$ cat src/rtl/mult_sched_pkg.sv
// Shared types and the round-robin pick helper for the multiplier scheduler.
// Types: req_id_t (requester index), tag_t (pipeline tag), pick_t (arbiter result).
// Function: rr_pick(eligible, ptr, num_req) -> {found, index}.
package mult_sched_pkg;

  // The package cannot see a module's NUM_REQ, so IDs are sized for the
  // largest supported configuration (8 requesters); modules slice down.
  localparam int MAX_REQ      = 8;
  localparam int MAX_ID_WIDTH = 3;

  typedef logic [MAX_ID_WIDTH-1:0] req_id_t;

  typedef struct packed {
    logic    valid;
    req_id_t id;
  } tag_t;

  typedef struct packed {
    logic    found;
    req_id_t index;
  } pick_t;

  // First eligible index at or after ptr+1, wrapping modulo num_req.
  // Requires ptr < num_req.
  function automatic pick_t rr_pick(input logic [MAX_REQ-1:0] eligible,
                                    input req_id_t            ptr,
                                    input int                 num_req);
    pick_t p;
    int    idx;
    p = '0;
    for (int off = 1; off <= MAX_REQ; off++) begin
      idx = int'(ptr) + off;
      if (idx >= num_req) idx = idx - num_req;
      if (off <= num_req && !p.found && eligible[idx[2:0]]) begin
        p.found = 1'b1;
        p.index = req_id_t'(idx);
      end
    end
    return p;
  endfunction

endpackage

$ cat src/rtl/multiplier_pipelined_multistage.sv
// Unsigned pipelined multiplier: register operands, form two partial products
// (low/high halves of b), then sum. Latency 3 clocks, one result per clock.
// Ports: clk, a_i/b_i operands in, product_o full-width product out. No stall.
module multiplier_pipelined_multistage #(
  parameter  int INPUT_WIDTH  = 8,
  localparam int OUTPUT_WIDTH = 2*INPUT_WIDTH
) (
  input  logic                    clk,
  input  logic [INPUT_WIDTH-1:0]  a_i,
  input  logic [INPUT_WIDTH-1:0]  b_i,
  output logic [OUTPUT_WIDTH-1:0] product_o
);

  localparam int LO_W = INPUT_WIDTH/2;

  logic [INPUT_WIDTH-1:0]  a_q, b_q;
  logic [OUTPUT_WIDTH-1:0] pp_lo_q, pp_hi_q, product_q;

  // Datapath only; validity is tracked by the caller, so no reset here.
  always_ff @(posedge clk) begin
    a_q       <= a_i;
    b_q       <= b_i;
    pp_lo_q   <= OUTPUT_WIDTH'(a_q) * OUTPUT_WIDTH'(b_q[LO_W-1:0]);
    pp_hi_q   <= OUTPUT_WIDTH'(a_q) * OUTPUT_WIDTH'(b_q[INPUT_WIDTH-1:LO_W]);
    product_q <= pp_lo_q + (pp_hi_q << LO_W);
  end

  assign product_o = product_q;

endmodule

$ cat src/rtl/mult_rr_scheduler.sv
// Round-robin scheduler sharing one pipelined multiplier among NUM_REQ requesters;
// a tag pipeline alongside the datapath returns each product with its requester ID.
// Ports: clk, rst_n, req_mask/req_valid/req_ready/req_a/req_b (issue side),
// rsp_valid/rsp_id/rsp_product (response side), inflight (outstanding op count).
module mult_rr_scheduler
  import mult_sched_pkg::*;
#(
  parameter  int NUM_REQ      = 4,
  parameter  int INPUT_WIDTH  = 8,
  parameter  int LATENCY      = 3,
  localparam int OUTPUT_WIDTH = 2*INPUT_WIDTH,
  localparam int ID_WIDTH     = $clog2(NUM_REQ),
  localparam int INF_W        = $clog2(LATENCY+1)
) (
  input  logic                           clk,
  input  logic                           rst_n,
  input  logic [NUM_REQ-1:0]             req_mask,
  input  logic [NUM_REQ-1:0]             req_valid,
  output logic [NUM_REQ-1:0]             req_ready,
  input  logic [NUM_REQ*INPUT_WIDTH-1:0] req_a,
  input  logic [NUM_REQ*INPUT_WIDTH-1:0] req_b,
  output logic                           rsp_valid,
  output logic [ID_WIDTH-1:0]            rsp_id,
  output logic [OUTPUT_WIDTH-1:0]        rsp_product,
  output logic [INF_W-1:0]               inflight
);

  pick_t                   pick;
  logic                    grant_vld;
  logic [INPUT_WIDTH-1:0]  mul_a, mul_b;
  logic [OUTPUT_WIDTH-1:0] mul_product;

  req_id_t                 ptr_q, ptr_d;
  tag_t                    tag_q [LATENCY];
  tag_t                    tag_d;
  logic [INF_W-1:0]        inflight_q, inflight_d;
  logic                    unused_id_hi;

  // eligible already includes req_valid, so any grant is a handshake.
  assign pick      = rr_pick(MAX_REQ'(req_valid & req_mask), ptr_q, NUM_REQ);
  assign grant_vld = pick.found & rst_n;

  always_comb begin
    req_ready = '0;
    mul_a     = '0;
    mul_b     = '0;
    for (int i = 0; i < NUM_REQ; i++) begin
      if (grant_vld && pick.index == req_id_t'(i)) begin
        req_ready[i] = 1'b1;
        mul_a        = req_a[i*INPUT_WIDTH +: INPUT_WIDTH];
        mul_b        = req_b[i*INPUT_WIDTH +: INPUT_WIDTH];
      end
    end
  end

  assign ptr_d       = grant_vld ? pick.index : ptr_q;
  assign tag_d.valid = grant_vld;
  assign tag_d.id    = grant_vld ? pick.index : '0;
  assign inflight_d  = inflight_q + INF_W'(grant_vld) - INF_W'(rsp_valid);

  // Tag pipe always advances in lockstep with the multiplier stages. Reset
  // clears only the tags; whatever the multiplier still holds is masked below.
  always_ff @(posedge clk) begin
    if (!rst_n) begin
      for (int i = 0; i < LATENCY; i++) tag_q[i] <= '0;
      ptr_q      <= req_id_t'(NUM_REQ-1);  // requester 0 searched first
      inflight_q <= '0;
    end else begin
      tag_q[0] <= tag_d;
      for (int i = 1; i < LATENCY; i++) tag_q[i] <= tag_q[i-1];
      ptr_q      <= ptr_d;
      inflight_q <= inflight_d;
    end
  end

  multiplier_pipelined_multistage #(
    .INPUT_WIDTH (INPUT_WIDTH)
  ) u_mult (
    .clk       (clk),
    .a_i       (mul_a),
    .b_i       (mul_b),
    .product_o (mul_product)
  );

  assign rsp_valid    = tag_q[LATENCY-1].valid;
  assign rsp_id       = rsp_valid ? tag_q[LATENCY-1].id[ID_WIDTH-1:0] : '0;
  assign rsp_product  = rsp_valid ? mul_product : '0;
  assign inflight     = inflight_q;
  assign unused_id_hi = ^tag_q[LATENCY-1].id;

endmodule

$ cat config.mk
export PLATFORM = sky130hd
export DESIGN_NAME = mult_rr_scheduler
export DESIGN_NICKNAME = d
export VERILOG_FILES = /design/src/rtl/mult_sched_pkg.sv /design/src/rtl/multiplier_pipelined_multistage.sv /design/src/rtl/mult_rr_scheduler.sv
export SDC_FILE = /design/constraint.sdc
export NUM_CORES = 1
export LEC_CHECK = 0
export BUFFER_PORTS_ARGS = -buffer_cell sky130_fd_sc_hd__buf_2
export CAP_MARGIN = 20
export CORE_MARGIN = 4
export CORE_UTILIZATION = 50
export DETAILED_ROUTE_END_ITERATION = 6
export PLACE_DENSITY = 0.75
export SETUP_SLACK_MARGIN = 0.15
export SYNTH_ARGS = -nofsm -noshare
export SYNTH_HDL_FRONTEND = slang
export SYNTH_SLANG_ARGS = --single-unit
$ cat constraint.sdc
create_clock -name clk -period 4.8 [get_ports clk]
set_clock_uncertainty 0.15 [all_clocks]
set_input_delay 0.72 -clock clk [delete_from_list [all_inputs] [get_ports clk]]
set_output_delay 0.72 -clock clk [all_outputs]
set_load 0.005 [all_outputs]
==> flow_summary.toml <==
[floorplanning]
die_x_microns = 105
dieArea_sq_um = 11000
start_util_pct = 51.3
core-area_sq_um = 9200
die_y_microns = 105
rows = 35
ioPinCount = 99

[layout]
layout_commonest_cell = "buf_2"
layout-drive-gt1-share_pct = 21.6
multi_input_area_sq_um = 3050
diodes = 0
most-common-layout-cells = "buf_2 (98), and2_1 (76), dfxtp_1 (70)"
nFillCells = 827
layout.nets = 735
final_util_pct = 59.7
areaGrowthSynthToFinish_pct = 16.5
regArea_sq_um = 1400

[pwr]
pwr-share-seq_pct = 37.2
leakagePower_uw = 0.00280
clkPwrFrac_pct = 18.9
p_int_uw = 1500
ir_drop_uv = 378
switching_power_uw = 874
switching_share_pct = 36.9
comb_power_share_pct = 43.9
powerDensity_nw_per_um2 = 431
power_uw = 2370

[grt]
grt_overflow = 0
antenna_found_initial = 0
grt_max_degree = 29
grt_usage_pct = 18.0
grt_pass1_vias = 3775
grt_pass1_wl_mm = 16.4

[worst_setup_path]
endpoint_kind = "output pin"
crit_fanout = 18
required_ps = 3930
critPathLaunchType = "flop"
worstPathArrival_ps = 3210
crit_type = "reg -> out"

[clocking]
clockBufferDepth = 2
numClockSinks = 70
cts_tree = "yes"
postCtsHoldBufs = 0
post_cts.repair.setup_buffers = 0
cts-root-buf = "clkbuf_8"
clkTransAtPathRegs_ps = 80
clk_latency_ps = 350
numCtsBuffers = 9
post_cts_resized = 0
htreeDepth = 3

[drt]
viasPerCell = 5.11
routedWlPerCell_microns = 13.2
ant_nets = 0
wirelength_mm = 9.30
vias = 3613
drtPass1Iterations = 4
drcViolationCount = 0
drtIter0Drc = 95

[place]
dpl.hpwl_mm = 7.59
place_congestion = 0.858
portBuffers = 98

[synth]
synth-seq-cells = 70
netlist_area_sq_um = 4720
synth_nets = 633
netlist_instances = 490
ys.flop_type = "dfxtp_1"
syn_avg_cell_area_sq_um = 9.62
synth_edf_count = 0
netlist-cell-type-count = 46
yosysWarnings = 0
synth-async-reset-ratio_pct = 0
seq_area_frac_synth_pct = 29.7

[sta]
drv_slew = 0
worst_pin_slew_ps = 638
setup_viol = 0
hold_viol = 0
period_share_pct = 85.1
max-slew-margin-rel_pct = 56.9
setup_tns_ps = 0
max_freq_mhz = 245
fin_crit_ps = 4080
rsz0062_at_grt = "no"

[flow_run]
max-cap-violations = 0

[status]
status = "finished clean"

[worst_hold_path]
min_path_type = "reg -> reg"
worst max-delay path, cell delays in order (launching register included):
cell	delay (ps)
dfxtp_1	560
inv_2	130
ha_1	420
mux4_2	360
or2_1	260
and3_1	170
a211o_1	340
nor2_4	330
and2_1	180
buf_2	110
layer usage:
metal  track usage [%]  up-vias  wire length, microns
met5                 0        -                     0
met2              30.3      118                  4320
li1                  -     1841                     -
met4              6.65        0                   168
met3              4.08       14                   531
met1              22.4     1640                  4280
cell type report:
cell class / count / share of cell area, %
Clock buffer: 9 / 2.26
Clock inverter: 6 / 1.16
Inverter: 56 / 3.83
Multi-Input combinational cell: 355 / 55.5
Sequential cell: 70 / 25.5
Tap cell: 111 / 2.53
Timing Repair Buffer: 100 / 9.20
cell families after synthesis:
family | after synthesis | share of synthesized area [%]
AND/OR/NAND/NOR | 155 | 18.7
AO/OA/AOI/OAI | 72 | 10.7
flip-flops | 70 | 29.7
adder cells (fa/ha/maj) | 69 | 22.3
buffers and inverters | 65 | 5.62
multiplexers | 33 | 8.12
XOR/XNOR | 26 | 4.83
synth_stat cells, types with 2 or more instances:
cell type	count	share of area [%]
mux2_2	7	1.7
inv_1	54	4.3
o211ai_1	3	0.48
nor2b_1	4	0.53
fa_1	25	11
clkbuf_1	2	0.16
or2_1	2	0.27
xor2_1	8	1.5
xnor2_1	18	3.3
nand2b_1	2	0.27
o21bai_1	5	0.80
o21ai_0	7	0.74
ha_1	44	12
o21a_1	2	0.32
a2111oi_0	2	0.37
a21o_1	6	0.96
dfxtp_1	70	30
a22o_1	16	3.0
a21oi_1	23	2.4
or2_2	2	0.27
nand3_1	7	0.74
nand3b_1	5	0.80
a211oi_1	3	0.48
buf_6	2	0.48
buf_2	5	0.53
nor3_1	7	0.74
and2_1	76	10
nand4b_1	2	0.37
nand2_1	27	2.1
mux2_1	25	6.0
nor2_1	11	0.88
inv_2	2	0.16
nor4b_1	2	0.37
and3_1	2	0.27
power by group through the flow:
stage	logic (uW)	registers (uW)	clock network, uW
after global routing	1180	907	486
after detailed placement	1030	895	0
after CTS	1050	883	462
after global placement	1020	887	0
final	1040	881	449
after floorplan	858	837	0
stage by stage:
step | instances | instance area (sq um) | setup WS, ps | hold slack (ps)
6_report | 707 | 5490 | 717 | 181
5_1_grt | 707 | 5490 | 470 | 196
4_1_cts | 707 | 5490 | 691 | 181
3_5_place_dp | 692 | 5310 | 1070 | 162
3_3_place_gp | 692 | 5310 | 1170 | 163
2_1_floorplan | 490 | 4720 | 1390 | 160
path summary, 6_finish.rpt:
path	from	to	slack, ps	cells after the start
worst max register to register	u_mult.b_q[3]$_DFF_P_	u_mult.pp_lo_q[11]$_DFF_P_	1010	12
worst min-delay path	u_mult.pp_lo_q[0]$_DFF_P_	u_mult.product_o[0]$_DFF_P_	180	0
worst max-delay path	ptr_q[0]$_SDFFE_PN1P_	req_ready[2]	720	9
worst min register to register	u_mult.pp_lo_q[0]$_DFF_P_	u_mult.product_o[0]$_DFF_P_	180	0
sequential cells by signal, summed over array words and instances, names as in the netlist:
signal,count
u_mult.product_o,16
tag_q,9
u_mult.a_q,8
u_mult.pp_lo_q,12
ptr_q,3
u_mult.pp_hi_q,12
u_mult.b_q,8
inflight,2
No activity file was read; power rests on OpenSTA's default activity.
